## config.mk

```make
export PLATFORM = sky130hd
export DESIGN_NAME = port_alloc_ctrl
export DESIGN_NICKNAME = d
export VERILOG_FILES = /design/src/rtl/port_alloc_ctrl.sv
export SDC_FILE = /design/constraint.sdc
export NUM_CORES = 1
export LEC_CHECK = 0
export CAP_MARGIN = 20
export CORE_MARGIN = 5
export CORE_UTILIZATION = 46
export DETAILED_ROUTE_END_ITERATION = 16
export PLACE_DENSITY_LB_ADDON = 0.05
export SLEW_MARGIN = 20
export SYNTH_ARGS = -nofsm -noshare
export SYNTH_HDL_FRONTEND = slang
export SYNTH_SLANG_ARGS = --single-unit
export TNS_END_PERCENT = 1
```

## constraint.sdc

```tcl
create_clock -name clk -period 3.4 [get_ports clk]
set_clock_uncertainty 0.1 [all_clocks]
set_input_delay 0.34 -clock clk [delete_from_list [all_inputs] [get_ports clk]]
set_output_delay 0.34 -clock clk [all_outputs]
set_load 0.05 [all_outputs]
```

## src/rtl/port_alloc_ctrl.sv

```systemverilog
// Packet-aware round-robin allocator for one router output port; holds the grant from header to tail.
// Latency: grant/sel/busy one cycle after an eligible header; one idle cycle between packets.
// Backpressure: out_ready low or owner req low holds the grant with fwd=0; only the watchdog releases it.
module port_alloc_ctrl (
  input  logic        clk,
  input  logic        rst,
  input  logic [4:0]  req,
  input  logic [14:0] flit_id,
  input  logic [59:0] length,
  input  logic        out_ready,
  output logic [4:0]  grant,
  output logic [2:0]  sel,
  output logic        fwd,
  output logic        timeout,
  output logic        busy
);

  typedef enum logic {IDLE = 1'b0, LOCKED = 1'b1} state_t;

  state_t      state_q, state_d;
  logic [2:0]  rr_ptr_q, rr_ptr_d;
  logic [2:0]  owner_q, owner_d;
  logic [11:0] len_q, len_d;
  logic [11:0] count_q, count_d;
  logic        timeout_q, timeout_d;

  logic [4:0]  eligible;
  logic        any_elig;
  logic [2:0]  win;
  logic [11:0] win_len;
  logic        owner_req;
  logic        owner_tail;
  logic        tail_rel;
  logic        wd_rel;
  logic [2:0]  owner_next_ptr;

  always_comb begin
    for (int i = 0; i < 5; i++) begin
      eligible[i] = req[i] & flit_id[3*i];
    end
  end

  // Scan from the highest offset down so the lowest offset from rr_ptr wins.
  always_comb begin
    win      = 3'd0;
    any_elig = 1'b0;
    for (int k = 4; k >= 0; k--) begin
      int j;
      j = int'(rr_ptr_q) + k;
      if (j >= 5) j = j - 5;
      if (eligible[j]) begin
        win      = 3'(j);
        any_elig = 1'b1;
      end
    end
  end

  always_comb begin
    win_len    = 12'd0;
    owner_req  = 1'b0;
    owner_tail = 1'b0;
    for (int i = 0; i < 5; i++) begin
      if (win == 3'(i)) win_len = length[12*i +: 12];
      if (owner_q == 3'(i)) begin
        owner_req  = req[i];
        owner_tail = flit_id[3*i+2];
      end
    end
  end

  assign fwd            = (state_q == LOCKED) & owner_req & out_ready;
  assign tail_rel       = fwd & owner_tail;
  assign wd_rel         = (len_q != 12'd0) && (count_q == len_q - 12'd1) && !tail_rel;
  assign owner_next_ptr = (owner_q == 3'd4) ? 3'd0 : owner_q + 3'd1;

  always_ff @(posedge clk or negedge rst) begin
    if (!rst) begin
      state_q   <= IDLE;
      rr_ptr_q  <= 3'd0;
      owner_q   <= 3'd0;
      len_q     <= 12'd0;
      count_q   <= 12'd0;
      timeout_q <= 1'b0;
    end else begin
      state_q   <= state_d;
      rr_ptr_q  <= rr_ptr_d;
      owner_q   <= owner_d;
      len_q     <= len_d;
      count_q   <= count_d;
      timeout_q <= timeout_d;
    end
  end

  always_comb begin
    state_d   = state_q;
    rr_ptr_d  = rr_ptr_q;
    owner_d   = owner_q;
    len_d     = len_q;
    count_d   = count_q;
    timeout_d = 1'b0;
    case (state_q)
      IDLE: begin
        if (any_elig) begin
          state_d = LOCKED;
          owner_d = win;
          len_d   = win_len;
          count_d = 12'd0;
        end
      end
      LOCKED: begin
        count_d = (count_q == 12'hFFF) ? count_q : count_q + 12'd1;
        if (tail_rel || wd_rel) begin
          state_d   = IDLE;
          rr_ptr_d  = owner_next_ptr;
          timeout_d = wd_rel;
        end
      end
      default: state_d = IDLE;
    endcase
  end

  always_comb begin
    grant = 5'd0;
    for (int i = 0; i < 5; i++) begin
      if (state_q == LOCKED && owner_q == 3'(i)) grant[i] = 1'b1;
    end
    sel     = (state_q == LOCKED) ? owner_q : 3'd7;
    busy    = (state_q == LOCKED);
    timeout = timeout_q;
  end

endmodule

```

# Word-level counts from Yosys, hierarchy flattened

Cells that the tools add are included.

Bits in registers: 32
Bits of input ports: 83
Output and inout bits: 11
Logic and storage cells: 124

$add $sub $neg: 12
Magnitude comparators: 10
Eq/ne operators: 12
Mux-type cells: 60
Bitwise operators: 9
Reductions and logical operators: 15

Operators with widths:

| kind                                                              | count |
|---|---|
| less-than comparator 32 x 5 -> 1 bit, second input constant       | 5 |
| two-way mux 32 bit                                                | 5 |
| two-way mux 12 bit                                                | 7 |
| two-way mux 1 bit                                                 | 34 |
| one-hot mux 12 bit (2 select lines)                               | 1 |
| two-way mux 3 bit                                                 | 7 |
| subtractor 4 x 3 -> 5 bit, second input constant                  | 4 |
| greater-or-equal comparator 4 x 3 -> 1 bit, second input constant | 4 |
| binary-select mux 1 bit (select 3 bit)                            | 5 |
| adder 12 x 1 -> 12 bit, second input constant                     | 1 |
| == test 12 bit                                                    | 1 |
| == test 12 bit, second input constant                             | 1 |
| == test 3 x 2 -> 1 bit, second input constant                     | 4 |
| nonzero test 12 bit                                               | 1 |
| subtractor 12 x 1 -> 12 bit, second input constant                | 1 |
| adder 3 x 2 -> 4 bit, second input constant                       | 2 |
| AND 1 bit                                                         | 8 |
| logical AND 1 bit                                                 | 7 |
| == test 3 x 1 -> 1 bit, second input constant                     | 2 |
| == test 3 bit, second input constant                              | 2 |
| zero test 3 bit                                                   | 2 |
| AND reduction 2 bit                                               | 3 |
| adder 3 x 1 -> 4 bit, second input constant                       | 1 |
| adder 3 x 3 -> 4 bit, second input constant                       | 1 |
| 8 further kinds                                                   | 9 |

# Longest topological paths before layout

Depth after elaboration: 17
Mapped depth: 17
Mapped depth without buffers: 13

# Worst setup path before layout

OpenSTA, ideal clock, no wires.

Kind: register -> register
Start point: register rr_ptr_q[1]
End point: register len_q[10]
Library setup time: 0.101 ns
Arrival time: 3.360 ns
Data required time: 3.199 ns
Path slack: -0.161 ns
Stages on the path, launching flop included: 16
Clock period less this slack: 3.561 ns
Path through: dfrtp_1 > inv_1 > ha_1 > inv_1 > ha_1 > a21oi_2 > xnor2_1 > mux2i_4 > o21bai_2 > a2111oi_1 > nor2b_1 > and2_1 > buf_6 > buf_6 > o311a_1 > o32ai_1

Word-level cells in the longest chain between the ends: 17

RTL lines:

| item                                                                                    | line | RTL |
|---|---|---|
| start: declaration                                                                      | 21   | `logic [2:0] rr_ptr_q, rr_ptr_d;` |
| start signal: assignment                                                                | 86   | `rr_ptr_q <= rr_ptr_d;` |
| adder 3 x 3 -> 4 bit                                                                    | 49   | `j = int'(rr_ptr_q) + k;` |
| subtractor 4 x 3 -> 5 bit or greater-or-equal comparator 4 x 3 -> 1 bit (tied branches) | 50   | `if (j >= 5) j = j - 5;` |
| two-way mux 32 bit                                                                      | 50   |  |
| binary-select mux 1 bit (select 3 bit)                                                  | 51   | `if (eligible[j]) begin` |
| two-way mux 1 bit (not written as such) (2 in series)                                   | 51   |  |
| two-way mux 3 bit (5 in series)                                                         | 51   |  |
| zero test 3 bit                                                                         | 63   | `if (win == 3'(i)) win_len = length[12*i +: 12];` |
| two-way mux 12 bit (5 in series)                                                        | 63   |  |
| end signal: assignment                                                                  | 88   | `len_q <= len_d;` |
| end: declaration                                                                        | 23   | `logic [11:0] len_q, len_d;` |

Several ways; a longest one is shown, not always the timed one. The select of a mux whose other input is x is not followed.
A chain may end at the register's enable or synchronous reset.

# Worst setup path in the final report

Start point: register rr_ptr_q[0]
End point: register len_q[6]

The elaborated chain is that of the path after synthesis.

==> metrics.cfg <==
[run_status]
violations=negative setup slack
run_status=complete, but fails checks

[critical_path]
critical_path.startpoint_type=flop
cp_common_cell=buf_6
end_kind=flop
critical_path_max_stage_delay_ns=0.54
path_max_fanout=6
cells_on_worst_reg2reg_path=16
worst_ep_required_time_ns=3.49
timing.critical_path.cells=buf_12 > ha_4 > or4b_4 > o22ai_4 > buf_6 > nor2_4 > mux2i_2 > buf_4 > o211ai_1 > o211ai_2 > buf_6 > buf_12 > buf_6 > o211ai_1 > a221o_1 > o32ai_1
cp_data_arrival_time_ns=3.55
critical_path.reg2reg.startpoint=rr_ptr_q[0]
worst_path_dominant_cell_family=compound AO/OA/AOI/OAI gates
cpMaxStageDelayCell=or4b_4
critical_path.reg2reg.endpoint=len_q[6]
critPathBufInv=6
r2r_slack_ns=-0.05
timing_worst_setup_path_type=flop to flop

[synth]
synth_cell_types=65
ys_seq_elements=32
synth_sequential_area_ratio=0.204
synth.cell_area_mm2=0.00393
synth_top_area_frac=0.204
synth_top_area_cell=dfrtp_1
proportion_of_synthesized_flip_flops_having_asynchronous_set_or_reset=1.00
synth-edff-count=0
postSynthCellCount=499
postSynthAreaPerCell_um2=7.88
ys.warnings.count=0
synth_nets=603
yosys_most_used_dff=dfrtp_1
yosys-top-cells-area=dfrtp_1 20%, ha_1 6.7%, xor2_1 4.7%, a21oi_1 4.6%, nand2_1 4.6%

[clocking]
clk_pin_slew_ns=0.08
tritoncts=done
numCtsBuffers=5
post_cts_hold_buffers=0
clockBufferDepth=2
cts-root-buf=clkbuf_8
clock_sinks=32
clk-insertion-delay-late_ns=0.29
h_tree_levels=2

[global_route]
grt_pass1_wl_mm=20.1
grt_start_max_net_pins=35
gr-usage-all-layers=0.237
antenna_found_initial=0
first_global_vias=4088
final_global_route_overflow_total=0

[sta]
fin_ws_ns=-0.0549
hold_viol=0
timing.slew.headroom=0.660
fin_worst_hold_slack_ns=0.362
finalSetupViolations=11
timing_worst_slew_pin_value_ns=0.509
finalCritPeriodShare=1.02
timing_max_transition_violations_final=0
setup_repair_after_global_routing_missed_its_margin=true
max_clock_freq_mhz=289
finalWorstPathRequiredPeriod_ns=3.45

[power_and_ir_drop]
power-per-cell-area_mw_per_mm2=1320
static-leakage-power_nw=2.66
max-vdd-ir-drop_uv=742

[detailed_routing]
dr.first_iter.drc_count=408
detail_route.wl_per_cell_um=17.8
drt-pass1-iter-count=5
routed_wirelength_mm=13.4
vias=4485
postRouteAntennaNets=0
route.detailed.vias_per_inst=5.97
remaining_drc_errors=0

[cells_and_area]
insertedDiodeCount=0
nets=749
layout_stage_area_growth_over_the_synthesis_result_pct=53.3
stdcell_count=751
layout-drive-gt1-share=0.238
final_design_area_no_fill_mm2=0.00602
post-route-util=0.730

[floorplan]
dieHeight_um=102
design.die.area_mm2=0.0105
floorplan.initialDensity=0.476
die-width_um=102
core_area_mm2=0.00826
num_io_pins=94
rows=33

[place]
input_output_buffers=88
gp_congestion=0.969
detailed_place_hpwl_mm=9.57
number_of_cells_in_the_design_after_placement=721
area_after_detailed_placement_mm2=0.00534

[run]
max_cap_violations=0

[worst_hold_path]
min_path_type=input port to asynchronous set/reset pin

## worst reg2reg max path, cell delays in order, from the launching register on
cell      delay [ns]
dfrtp_2         0.45
buf_12          0.15
ha_4            0.15
or4b_4          0.54
o22ai_4         0.17
buf_6           0.14
nor2_4          0.04
mux2i_2         0.18
buf_4           0.14
o211ai_1        0.10
o211ai_2        0.20
buf_6           0.15
buf_12          0.11
buf_6           0.08
o211ai_1        0.08
a221o_1         0.31
o32ai_1         0.26
## worst max path at each step
stage,from,endpoint,slack [ns],cells after the start
finish,rr_ptr_q[0],len_q[6],-0.05,16
global route,rr_ptr_q[0],owner_q[0],-0.21,14
CTS,rr_ptr_q[1],len_q[10],-0.02,14
detailed placement,rr_ptr_q[0],len_q[0],-0.12,15
global placement,rr_ptr_q[0],len_q[3],-0.05,15
floorplan,rr_ptr_q[0],len_q[4],0.01,15
## area by class of cell
class	count	area, um2
clock buffers	6	72.6
inverters	47	179
well taps	105	131
flip-flops and latches	32	805
clock inverters	2	35.0
fillers	619	2230
repair buffers	171	1710
multi-input cells	388	3090
## synthesized netlist by cell type (all sizes together), types with 2 or more instances
library cell,n
and2,8
nor2b,4
o311a,12
o21ai,11
nor3,12
a221o,12
o22ai,4
nand3b,6
o32ai,12
o211ai,20
a21oi,37
ha,21
xor2,21
nand4,4
nor4,6
a21o,2
or3b,2
or3,4
nor4b,3
and3,12
nand2,48
a31oi,4
mux4,2
a2bb2oi,2
o211a,12
o21a,2
xnor2,11
inv,47
clkbuf,11
nor2,39
nand2b,4
mux2i,10
dfrtp,32
mux2,5
a211oi,6
buf,21
a211o,2
nor3b,4
nand3,12
## through the flow
stage,power (mW),setup WS (ns),TNS [ns]
after floorplan,4.35,0.0133,0
after global placement,6.09,-0.0510,-0.182
after detailed placement,6.20,-0.119,-1.14
after CTS,6.94,-0.0152,-0.0376
after global routing,8.47,-0.212,-3.17
final,7.95,-0.0549,-0.283
## per-layer routing
| metal | wire length [um] | share of wire | vias to the layer above | track usage |
|---|---|---|---|---|
| met2 | 6100 | 0.46 | 230 | 0.365 |
| met1 | 6020 | 0.45 | 2115 | 0.350 |
| met4 | 188 | 0.014 | 0 | 0.0494 |
| met3 | 1080 | 0.081 | 17 | 0.0389 |
| li1 | - | - | 2123 | - |
| met5 | 0 | 0 | - | 0 |
## repair_timing
item | in CTS | in global routing
resized for setup | 20 | 45
pin swaps | 14 | 27
cloned | 1 | 3
setup endpoints to repair | 12 | 20
buffers inserted | 4 | 14
## report_power, final
part           internal (mW)  total [mW]  switching, mW  leakage (nW)
clock                  0.217       0.366          0.149        0.0552
sequential             0.558       0.833          0.275         0.386
combinational           3.31        6.75           3.44          2.22
total                   4.08        7.95           3.86          2.66
## sequential cells by signal (all words and copies together) (netlist names)
signal / count
rr_ptr_q: 3
timeout: 1
len_q: 12
busy: 1
count_q: 12
owner_q: 3
## cell families (layout without fill, tap and decap cells)
kind of cell             count (synthesis)  in the layout  synth area share
multiplexers                            17             17            0.0544
AND/OR/NAND/NOR                        170            170             0.219
AO/OA/AOI/OAI                          148            148             0.294
buffers and inverters                   79            226            0.0907
adder cells (fa/ha/maj)                 21             21            0.0669
flip-flops                              32             32             0.204
XOR/XNOR                                32             32            0.0713
## layout by cell type, fill, tap and decap left out, types with 10 or more instances in the layout
cell,instances
xnor2_1,10
o211ai_1,19
xor2_1,21
dfrtp_1,29
ha_1,15
buf_4,63
a221o_1,12
nor2_1,37
nand2_1,46
clkdlybuf4s50_1,87
a21oi_1,34
o211a_1,12
nor3_1,11
nand3_1,11
inv_1,44
o311a_1,12
and3_1,12
(Power assumes the default switching activity.)
==> edit, RTL diff (same flow settings) <==
Put a register stage on the output `timeout`, cleared by the reset. The value now appears one clock later. The other outputs are not delayed to match.
--- a/src/rtl/port_alloc_ctrl.sv
+++ b/src/rtl/port_alloc_ctrl.sv
@@ -16,6 +16,8 @@
 );
 
   typedef enum logic {IDLE = 1'b0, LOCKED = 1'b1} state_t;
+
+  logic timeout_c;
 
   state_t      state_q, state_d;
   logic [2:0]  rr_ptr_q, rr_ptr_d;
@@ -126,7 +128,15 @@
     end
     sel     = (state_q == LOCKED) ? owner_q : 3'd7;
     busy    = (state_q == LOCKED);
-    timeout = timeout_q;
+    timeout_c = timeout_q;
+  end
+
+  always_ff @(posedge clk or negedge rst) begin
+    if (!rst) begin
+      timeout <= '0;
+    end else begin
+      timeout <= timeout_c;
+    end
   end
 
 endmodule
Check against the original RTL: not equivalent (a bounded check fails within 4 cycles, from zero or initial values and one cycle with rst low).
==> edit against the unedited design <==
  * The flow still finishes with violations (negative setup slack)
  * Area after synthesis down 2.7%
  * Sequential share of layout area up 0.48 points
  * Final area down 0.58%
  * Sequential cell count up 1
  * Setup slack worse by 0.21 ns
  * Global-route usage up 1.5 points
  * Die area down 2.4%
  * Routed wire length down 4.6%
  * Critical path depth down 3
  * Core utilization up 0.31 points
Power is left out: it rests on default switching activity, and per cell area and clock period it moved more than threefold.
==> edit: results (changes against the unedited design) <==
metric,value,unit,change
largest net degree at the start of global routing,34,,was 35
final worst setup slack,-0.266,ns,was -0.0549 ns
RR Endpoint,len_q[7],,was len_q[6]
proportion of synthesized area in mux cells,0.0537,,was 0.0544
max incr delay on CP,0.45,ns,was 0.54 ns
Routed WL,12800,µm,was 13400 µm
1st-iter DRT viols,277,,was 408
HP Class,flop to flop,,was input port to asynchronous set/reset pin
syn nets,613,,was 603
dpl hpwl,9940,µm,was 9570 µm
Area contributors post-synth,"dfrtp_1 (22%), ha_1 (6.9%), nand2_1 (6.0%)",,"was dfrtp_1 (20%), ha_1 (6.7%), xor2_1 (4.7%)"
crit-path max FO,14,,was 6
total track usage,0.253,,was 0.237
vias in the first global route,4398,,was 4088
adder-cell share of the synthesized area,0.0687,,was 0.0669
CP Data Arrival Time,3.72,ns,was 3.55 ns
register area share after synthesis,0.216,,was 0.204
Commonest cells post-synth,"nand2_1 (61), nor2_1 (40), dfrtp_1 (33)",,"was nand2_1 (48), inv_1 (46), nor2_1 (39)"
Worst-Margin Slew,0.554,ns,was 0.509 ns
layout cells sized above 1,0.255,,was 0.238
Compound-Gate Fraction of Synth Area,0.262,,was 0.294
FF-to-FF path depth,13,,was 16
Netlist cell types,70,,was 65
outcome,"finished, violations left",,unchanged
Hold WS,0.253,ns,was 0.362 ns
routability cong.,0.864,,was 0.969
violated checks,negative setup slack,,unchanged
Final setup viols,12,,was 11
NumNets Final,778,,was 749
Worst path slowest cell,dfrtp_2,,was or4b_4
global-route wire length before repair,21300,µm,was 20100 µm
## edit: changes by cell type after synthesis, sizes merged, moves of 13 or more
| cell | unedited run | this run |
|---|---|---|
| a21oi | 37 | 23 |
| a31oi | 4 | 19 |
| inv | 47 | 25 |
| nand2 | 48 | 63 |
| nand2b | 4 | 19 |
| nor3 | 12 | 25 |
| o211ai | 20 | 2 |
| o21ai | 11 | 34 |
| xor2 | 21 | 8 |
## edit: worst max-delay path by stage
stage | from | cells past startpoint | to | slack, ns
after floorplan | rr_ptr_q[0] | 16 | len_q[5] | -0.18
after global placement | rr_ptr_q[0] | 14 | len_q[2] | -0.19
after detailed placement | rr_ptr_q[1] | 14 | len_q[2] | -0.30
after CTS | rr_ptr_q[1] | 16 | len_q[3] | -0.26
after global routing | rr_ptr_q[1] | 13 | len_q[7] | -0.43
final | rr_ptr_q[1] | 13 | len_q[7] | -0.27
## edit: per-stage QoR
| stage | setup slack, ns | cells | utilization | cell area, µm² | TNS [ns] |
|---|---|---|---|---|---|
| after floorplan | -0.181 | 509 | - | 4060 | -2.15 |
| after global placement | -0.186 | 764 | 0.691 | 5650 | -1.70 |
| after detailed placement | -0.296 | 764 | 0.691 | 5650 | -2.80 |
| after CTS | -0.260 | 779 | 0.723 | 5910 | -2.37 |
| after global routing | -0.425 | 780 | 0.733 | 5990 | -5.76 |
| final | -0.266 | 780 | 0.733 | 5990 | -2.35 |
## edit: logic make-up (layout without fill, tap and decap cells)
group / Yosys count / count (layout)
flops: 33 / 33
mux: 16 / 16
simple gates: 221 / 221
compound gates: 145 / 145
fa+ha+maj: 21 / 21
xor+xnor: 18 / 18
buf+inv: 55 / 221
## edit: worst register-to-register path, stage by stage (launching register included)
cell,delay [ns]
dfrtp_2,0.45
inv_4,0.09
buf_4,0.16
ha_1,0.25
a211oi_2,0.09
or3_1,0.35
a221o_1,0.36
a21boi_2,0.19
buf_4,0.15
a311o_2,0.45
buf_12,0.17
and4_1,0.20
o41ai_4,0.37
a31oi_1,0.15
## edit: timing repair
item / CTS / global route
pin swaps: 20 / 2
endpoints found under the setup margin: 21 / 28
hold buffers: 0 / 0
setup buffers: 6 / 1
resized for setup: 16 / 11
cloned: 1 / 0
## edit: routing by layer
metal / share of wire / track usage / wire, µm / up-vias
li1: - / - / - / 2203
met1: 0.45 / 0.359 / 5720 / 2100
met2: 0.48 / 0.419 / 6180 / 152
met3: 0.060 / 0.0296 / 769 / 10
met4: 0.0079 / 0.0460 / 101 / 0
met5: 0 / 0 / 0 / -
## edit: area by class of cell
cell class                      instances  area share
Multi-Input combinational cell        421       0.518
Sequential cell                        33       0.138
Clock buffer                            7      0.0144
Clock inverter                          1     0.00501
Inverter                               26      0.0180
Timing Repair Buffer                  187       0.285
Tap cell                              105      0.0219
